[src/rtl/clock24_pkg.sv]
// Shared constants, BCD digit type and BCD increment helper for the 24-hour clock.
// Used by time_count (optional DAYPULSE output under CLOCK24_DAYPULSE_EN) and cnt60.
package clock24_pkg;

  typedef logic [3:0] bcd_digit_t;

  localparam logic [7:0] SEC_MAX  = 8'h59;
  localparam logic [7:0] MIN_MAX  = 8'h59;
  localparam logic [7:0] HOUR_MAX = 8'h23;

  // Two-digit BCD +1 that wraps to 00 after reaching max_val.
  function automatic logic [7:0] bcd_inc(input logic [7:0] val, input logic [7:0] max_val);
    bcd_digit_t tens;
    bcd_digit_t ones;
    tens = val[7:4];
    ones = val[3:0];
    if (val == max_val) begin
      bcd_inc = 8'h00;
    end else if (ones == 4'd9) begin
      bcd_inc = {tens + 4'd1, 4'd0};
    end else begin
      bcd_inc = {tens, ones + 4'd1};
    end
  endfunction

endpackage

[src/rtl/cnt60.sv]
// BCD mod-60 counter with increment, synchronous clear and combinational carry-out.
// The carry is only raised on an increment that wraps, and never on a clear.
module cnt60
  import clock24_pkg::*;
#(
  parameter logic [7:0] MAX_VAL = SEC_MAX
) (
  input  logic       i_clk,
  input  logic       i_rst_n,
  input  logic       i_inc,
  input  logic       i_clr,
  output logic [7:0] o_cnt,
  output logic       o_carry
);

  logic [7:0] r_cnt;
  logic       w_carry;

  // Count register: clear wins over increment.
  always_ff @(posedge i_clk or negedge i_rst_n) begin
    if (!i_rst_n) begin
      r_cnt <= 8'h00;
    end else if (i_clr) begin
      r_cnt <= 8'h00;
    end else if (i_inc) begin
      r_cnt <= bcd_inc(r_cnt, MAX_VAL);
    end else begin
      r_cnt <= r_cnt;
    end
  end

  // Wrap detection feeding the next stage in the same cycle.
  always_comb begin
    w_carry = 1'b0;
    if (i_inc && !i_clr && (r_cnt == MAX_VAL)) begin
      w_carry = 1'b1;
    end else begin
      w_carry = 1'b0;
    end
  end

  assign o_cnt   = r_cnt;
  assign o_carry = w_carry;

endmodule

[src/rtl/time_count.sv]
// 24-hour BCD time-of-day counter (HH:MM:SS) with manual minute/hour set inputs.
// Define CLOCK24_DAYPULSE_EN to add the DAYPULSE output (one CLK on 23:59:59 rollover).
module time_count
  import clock24_pkg::*;
(
  input  logic       CLK,
  input  logic       RST,
  input  logic       SIG1HZ,
  input  logic       SECCLR,
  input  logic       MININC,
  input  logic       HOURINC,
  output logic [7:0] SEC,
  output logic [7:0] MIN,
`ifdef CLOCK24_DAYPULSE_EN
  output logic [7:0] HOUR,
  output logic       DAYPULSE
`else
  output logic [7:0] HOUR
`endif
);

  logic [7:0] w_sec;
  logic [7:0] w_min;
  logic       w_sec_carry;
  logic       w_min_wrap;
  logic       w_min_carry;
  logic       w_hour_inc;
  logic [7:0] r_hour;

  cnt60 #(.MAX_VAL(SEC_MAX)) u_sec (
    .i_clk   (CLK),
    .i_rst_n (RST),
    .i_inc   (SIG1HZ),
    .i_clr   (SECCLR),
    .o_cnt   (w_sec),
    .o_carry (w_sec_carry)
  );

  cnt60 #(.MAX_VAL(MIN_MAX)) u_min (
    .i_clk   (CLK),
    .i_rst_n (RST),
    .i_inc   (MININC | w_sec_carry),
    .i_clr   (1'b0),
    .o_cnt   (w_min),
    .o_carry (w_min_wrap)
  );

  // A manual minute wrap must not ripple into the hours.
  assign w_min_carry = w_min_wrap & w_sec_carry;
  assign w_hour_inc  = HOURINC | w_min_carry;

  // Hour register, 00..23.
  always_ff @(posedge CLK or negedge RST) begin
    if (!RST) begin
      r_hour <= 8'h00;
    end else if (w_hour_inc) begin
      r_hour <= bcd_inc(r_hour, HOUR_MAX);
    end else begin
      r_hour <= r_hour;
    end
  end

`ifdef CLOCK24_DAYPULSE_EN
  logic r_daypulse;

  // Day pulse only for a carry-chain rollover, not for HOURINC.
  always_ff @(posedge CLK or negedge RST) begin
    if (!RST) begin
      r_daypulse <= 1'b0;
    end else if (w_min_carry && (r_hour == HOUR_MAX)) begin
      r_daypulse <= 1'b1;
    end else begin
      r_daypulse <= 1'b0;
    end
  end

  assign DAYPULSE = r_daypulse;
`endif

  assign SEC  = w_sec;
  assign MIN  = w_min;
  assign HOUR = r_hour;

endmodule

[config.mk]
export PLATFORM = sky130hd
export DESIGN_NAME = time_count
export DESIGN_NICKNAME = d
export VERILOG_FILES = /design/src/rtl/clock24_pkg.sv /design/src/rtl/cnt60.sv /design/src/rtl/time_count.sv
export SDC_FILE = /design/constraint.sdc
export NUM_CORES = 1
export LEC_CHECK = 0
export BUFFER_PORTS_ARGS = -buffer_cell sky130_fd_sc_hd__buf_4
export CAP_MARGIN = 20
export CORE_MARGIN = 1.5
export CORE_UTILIZATION = 45
export CTS_CLUSTER_DIAMETER = 200
export DETAILED_ROUTE_END_ITERATION = 10
export PLACE_DENSITY = 0.72
export SYNTH_ARGS = -nofsm -noshare
export SYNTH_HDL_FRONTEND = slang
export SYNTH_HIERARCHICAL = 1
export SYNTH_SLANG_ARGS = --single-unit
[constraint.sdc]
create_clock -name CLK -period 2.4 [get_ports CLK]
set_clock_uncertainty 0.2 [all_clocks]
set_input_delay 0.12 -clock CLK [delete_from_list [all_inputs] [get_ports CLK]]
set_output_delay 0.12 -clock CLK [all_outputs]
set_load 0.02 [all_outputs]
== Word level (Yosys, flattened, before mapping) ==
Cells that the tools add are included.

* Output and inout port bits: 24
* Register bits after elaboration: 24
* Input bits: 6
* Word-level logic and storage cells: 42

* Bitwise operators: 3
* Add/subtract/negate cells: 6
* Equality and inequality tests: 6
* Mux-type cells: 10
* Reduce and logical (&&, ||, !) cells: 11

{| class="wikitable"
|+ Operators by type and width
! cell !! number
|-
| $mux W8 || 8
|-
| $add A4 B1 Y4 const B || 6
|-
| $eq A8 B7 Y1 const B || 2
|-
| $eq A4 B4 Y1 const B || 3
|-
| $eq A8 B6 Y1 const B || 1
|-
| $reduce_and A2 Y1 || 3
|-
| $reduce_bool A2 Y1 || 3
|-
| $logic_and A1 B1 Y1 || 3
|-
| $reduce_bool A3 Y1 || 1
|-
| $mux W1 || 2
|-
| $or A1 B1 Y1 || 2
|-
| $and A1 B1 Y1 || 1
|-
| $logic_not A1 Y1 || 1
|}

== Longest topological paths before layout ==
* Depth in word-level cells: 10
* Gate-level depth with buffers: 11
* Gate-level depth less buffers: 10

== Cells and area by module ==
The synthesis kept the hierarchy.

{| class="wikitable"
|+ By module, submodules not included
! module !! instances !! cells each !! area an instance (sq um) !! sequential area each (sq um)
|-
| cnt60 (u_min) || 1 || 50 || 488.0 || 200.2
|-
| time_count || 1 || 47 || 474.2 || 200.2
|-
| cnt60 (u_sec) || 1 || 47 || 473.0 || 200.2
|}

== Worst setup path after synthesis ==
No wires, ideal clock.

* Path type: reg-to-reg
* Start: register u_sec.r_cnt[0] (netlist: u_sec/o_cnt[0])
* End: register r_hour[6] (netlist: HOUR[6])
* Library setup time: 0.080 ns
* Path buffers: 1
* Clock period less this slack: 2.548 ns
* Stages on the path, launching flop included: 11
* Setup slack: -0.148 ns
* Data required time: 2.120 ns
* Arrival: 2.268 ns
* Cell sequence: dfrtp_1 > ha_1 > nand4b_2 > nor3_1 > or2_2 > nand4b_2 > nor3_1 > a21oi_1 > buf_4 > nor3b_1 > xor2_1

* Cells in the longest elaborated chain, start to end: 9

{| class="wikitable"
|+ Ends and longest elaborated chain
! what !! line !! source
|-
| start: declaration || cnt60.sv:16 || <nowiki>logic [7:0] r_cnt;</nowiki>
|-
| start signal: assignment || cnt60.sv:26 || <nowiki>r_cnt <= bcd_inc(r_cnt, MAX_VAL);</nowiki>
|-
| start signal: assignment || cnt60.sv:28 || <nowiki>r_cnt <= r_cnt;</nowiki>
|-
| $eq A8 B7 Y1 || cnt60.sv:35 || <nowiki>if (i_inc && !i_clr && (r_cnt == MAX_VAL)) begin</nowiki>
|-
| $logic_and A1 B1 Y1 || cnt60.sv:35 ||
|-
| $mux W1 || cnt60.sv:35 ||
|-
| via w_sec_carry || time_count.sv:24 || <nowiki>logic w_sec_carry;</nowiki>
|-
| $or A1 B1 Y1 || time_count.sv:42 || <nowiki>.i_inc (MININC | w_sec_carry),</nowiki>
|-
| $logic_and A1 B1 Y1 || cnt60.sv:35 ||
|-
| $mux W1 || cnt60.sv:35 ||
|-
| via w_min_wrap || time_count.sv:25 || <nowiki>logic w_min_wrap;</nowiki>
|-
| $and A1 B1 Y1 || time_count.sv:49 || <nowiki>assign w_min_carry = w_min_wrap & w_sec_carry;</nowiki>
|-
| $or A1 B1 Y1 || time_count.sv:50 || <nowiki>assign w_hour_inc = HOURINC | w_min_carry;</nowiki>
|-
| $reduce_and A2 Y1 (no source line) || n/a ||
|-
| end signal: assignment || time_count.sv:57 || <nowiki>r_hour <= bcd_inc(r_hour, HOUR_MAX);</nowiki>
|-
| end signal: assignment || time_count.sv:59 || <nowiki>r_hour <= r_hour;</nowiki>
|-
| end: declaration || time_count.sv:28 || <nowiki>logic [7:0] r_hour;</nowiki>
|}

The timed path passes the listed nets, and every way through them passes these cells.
A chain may end at the register's enable or synchronous reset.

== Worst setup path in the final report ==
* Start: register u_sec.r_cnt[1] (netlist: u_sec/o_cnt[1])
* End: register r_hour[5] (netlist: HOUR[5])

The elaborated chain is that of the path after synthesis.

==> impl_metrics.env <==
export IMPL_synthToLayoutAreaGrowth_pct=44.0
export IMPL_synth_seq_cells=24
export IMPL_core_um2=3050
export IMPL_synthArstFlopShare=1.00
export IMPL_grt_pass1_vias=1260
export IMPL_fin_crit_ns=2.39
export IMPL_die_area_um2=3540
export IMPL_via_count=1343
export IMPL_nFillCells=232
export IMPL_dr_first_iter_drc_count=76
export IMPL_initial_core_util=0.470
export IMPL_rr_worst_depth=10
export IMPL_maxCapViolCount=0
export IMPL_yosys_warnings=6
export IMPL_layout_common_cells="50 x buf_4, 22 x dfrtp_1, 11 x nand2_1, 10 x ha_1, 10 x nand3b_1"
export IMPL_num_io_pins=30
export IMPL_place_congestion=0.761
export IMPL_root_buffer="clkbuf_4"
export IMPL_max_vdd_ir_drop_uv=422
export IMPL_post_place_ws_ns=-0.160
export IMPL_arrival_ns=2.43
export IMPL_tightest_slew_ns=0.576
export IMPL_cp_max_fo=4
export IMPL_setup_slack_ns=0.00913
export IMPL_syn_area_per_cell_um2=9.97
export IMPL_yosysTopAreaCell="dfrtp_1"
export IMPL_post_synth_instance_area_um2=1440
export IMPL_cts_buffers=3
export IMPL_dpl_hpwl_um=2350
export IMPL_hold_path_class="in -> async"
export IMPL_io_buffers=29
export IMPL_clkSinkCount=24
export IMPL_cts_max_level=1
export IMPL_hold_viol_final=0
export IMPL_cp_slowest_cell="dfrtp_2"
export IMPL_r2r_end="HOUR[5]$_DFFE_PN0P_"
export IMPL_reg2reg_slack_ns=0.009
export IMPL_period_share=0.996
export IMPL_grt_pass1_wl_um=5290
export IMPL_die_x_um=59.5
export IMPL_synth_seq_area_share=0.418
export IMPL_rows=20
export IMPL_synth_top_cells_by_area="dfrtp_1 42%, ha_1 10%, nand3b_1 5.2%"
export IMPL_p_leak_nw=0.971
export IMPL_regToRegStartpoint="u_sec/o_cnt[1]$_DFFE_PN0P_"
export IMPL_layout_commonest_cell="buf_4"
export IMPL_finalMaxSlewViolations=0
export IMPL_timing_fmax_ghz=0.418
export IMPL_power_density_nw_per_um2=627
export IMPL_rsz0062_at_grt="yes"
export IMPL_synth_top_cell_area_share=0.418
export IMPL_clk_latency_ns=0.32
export IMPL_path_class="reg -> reg"
export IMPL_dr_pass1_iters=4
export IMPL_die_h_um=59.5
export IMPL_drc=0
export IMPL_slew_limit_headroom=0.614
export IMPL_wire_per_inst_um=14.4
export IMPL_path_clk_slew_ns=0.15
export IMPL_finalSetupViolCount=0
export IMPL_status="finished clean"
export IMPL_nNetsFinal=223
export IMPL_ys_flop_type="dfrtp_1"
export IMPL_cts_buffer_depth=2
export IMPL_crit_path_start_kind="flop"
export IMPL_synth_edf_count=0
export IMPL_wl_um=3580
export IMPL_grt_overflow=0
export IMPL_layout_drive_gt1_share=0.387
export IMPL_endpoint_kind="flop"
export IMPL_path_buf_inv=1
export IMPL_antenna_found_initial=0
export IMPL_crit_family="simple AND/OR/NAND/NOR gates"
export IMPL_n_antenna_cell=0
export IMPL_cts_tree="done"
export IMPL_track_usage=0.195
export IMPL_critPathMaxStageDelay_ns=0.44
export IMPL_synth_cells=144
export IMPL_critical_path_cell_chain="inv_2 -> ha_4 -> nand4b_4 -> nor3_4 -> or2_4 -> nand4b_4 -> nor3_4 -> a21oi_2 -> or3_1 -> o211ai_2"
export IMPL_synth_cell_types=33
export IMPL_routed_via_density=5.42
export IMPL_ant_nets=0
export IMPL_final_setup_tns_ns=0
export IMPL_power_mw=1.30
export IMPL_crit_cells=10
export IMPL_crit_required_ns=2.44
export IMPL_grt_max_degree=25
## cell type report
type / instances / area [µm²] / share of cell area
multi-input cells: 112 / 916 / 0.443
flip-flops and latches: 24 / 603 / 0.292
repair buffers: 56 / 437 / 0.211
well taps: 44 / 55.1 / 0.0266
inverters: 8 / 30.0 / 0.0145
clock buffers: 4 / 26.3 / 0.0127
## worst max-delay path by stage
stage	startpoint	endpoint	slack [ns]
after CTS	u_sec/o_cnt[1]$_DFFE_PN0P_	HOUR[3]$_DFFE_PN0P_	-0.01
after floorplan	u_sec/o_cnt[4]$_DFFE_PN0P_	HOUR[3]$_DFFE_PN0P_	0.007
after detailed placement	u_sec/o_cnt[0]$_DFFE_PN0P_	HOUR[4]$_DFFE_PN0P_	-0.16
after global routing	u_sec/o_cnt[1]$_DFFE_PN0P_	HOUR[6]$_DFFE_PN0P_	-0.09
final	u_sec/o_cnt[1]$_DFFE_PN0P_	HOUR[5]$_DFFE_PN0P_	0.009
after global placement	u_sec/o_cnt[0]$_DFFE_PN0P_	HOUR[4]$_DFFE_PN0P_	-0.04
## report_power, final
part / switching (mW) / total [mW] / internal (mW)
Combinational: 0.285 / 0.529 / 0.244
Clock: 0.125 / 0.189 / 0.0649
Sequential: 0.103 / 0.577 / 0.474
## cells by family (layout without fill, tap and decap cells)
kind of cell	after synthesis	in the layout	synth area share
compound gates	33	34	0.151
xor+xnor	3	3	0.0183
fa+ha+maj	12	12	0.105
buf+inv	11	68	0.0314
flops	24	24	0.418
other cells	1	3	0.00261
simple gates	60	60	0.274
## sequential cells by signal, summed over array words and instances (netlist names)
register,count
u_sec/o_cnt,8
HOUR,8
u_min/o_cnt,8
## repair_timing
action / in CTS / in global routing
pin swaps: 1 / 9
buffers inserted: 1 / 4
gates resized for setup: 2 / 21
hold buffers: 5 / 0
gates cloned: 0 / 1
hold endpoints to repair: 33 / 0
endpoints found under the setup margin: 8 / 9
## per-stage QoR
stage / util / instances / instance area [µm²] / hold WS [ns]
floorplan: - / 146 / 1460 / -0.376
global placement: 0.605 / 233 / 1850 / -0.163
detailed placement: 0.605 / 233 / 1850 / -0.156
CTS: 0.636 / 243 / 1940 / 0.0151
global route: 0.677 / 248 / 2070 / 0.0255
finish: 0.677 / 248 / 2070 / 0.0110
## cell usage after synthesis, types with 3 or more instances
master,count
ha_1,12
or3_1,3
or2_2,3
o31ai_1,4
nand2_1,11
nand2b_1,4
dfrtp_1,24
and4b_1,3
xor2_1,3
inv_1,8
o21ai_0,10
nor2_1,3
nor2b_1,4
a21oi_1,10
nor3_1,4
nand3_1,6
nand3b_1,10
## layer usage
layer	wire length, µm	share of wire	vias to the layer above	global-route usage
met5	0	0	-	0
met4	48	0.013	0	0.0617
met3	116	0.032	8	0.0262
met2	1890	0.53	34	0.339
met1	1520	0.43	655	0.247
li1	-	-	646	-
(Power assumes the default switching activity.)
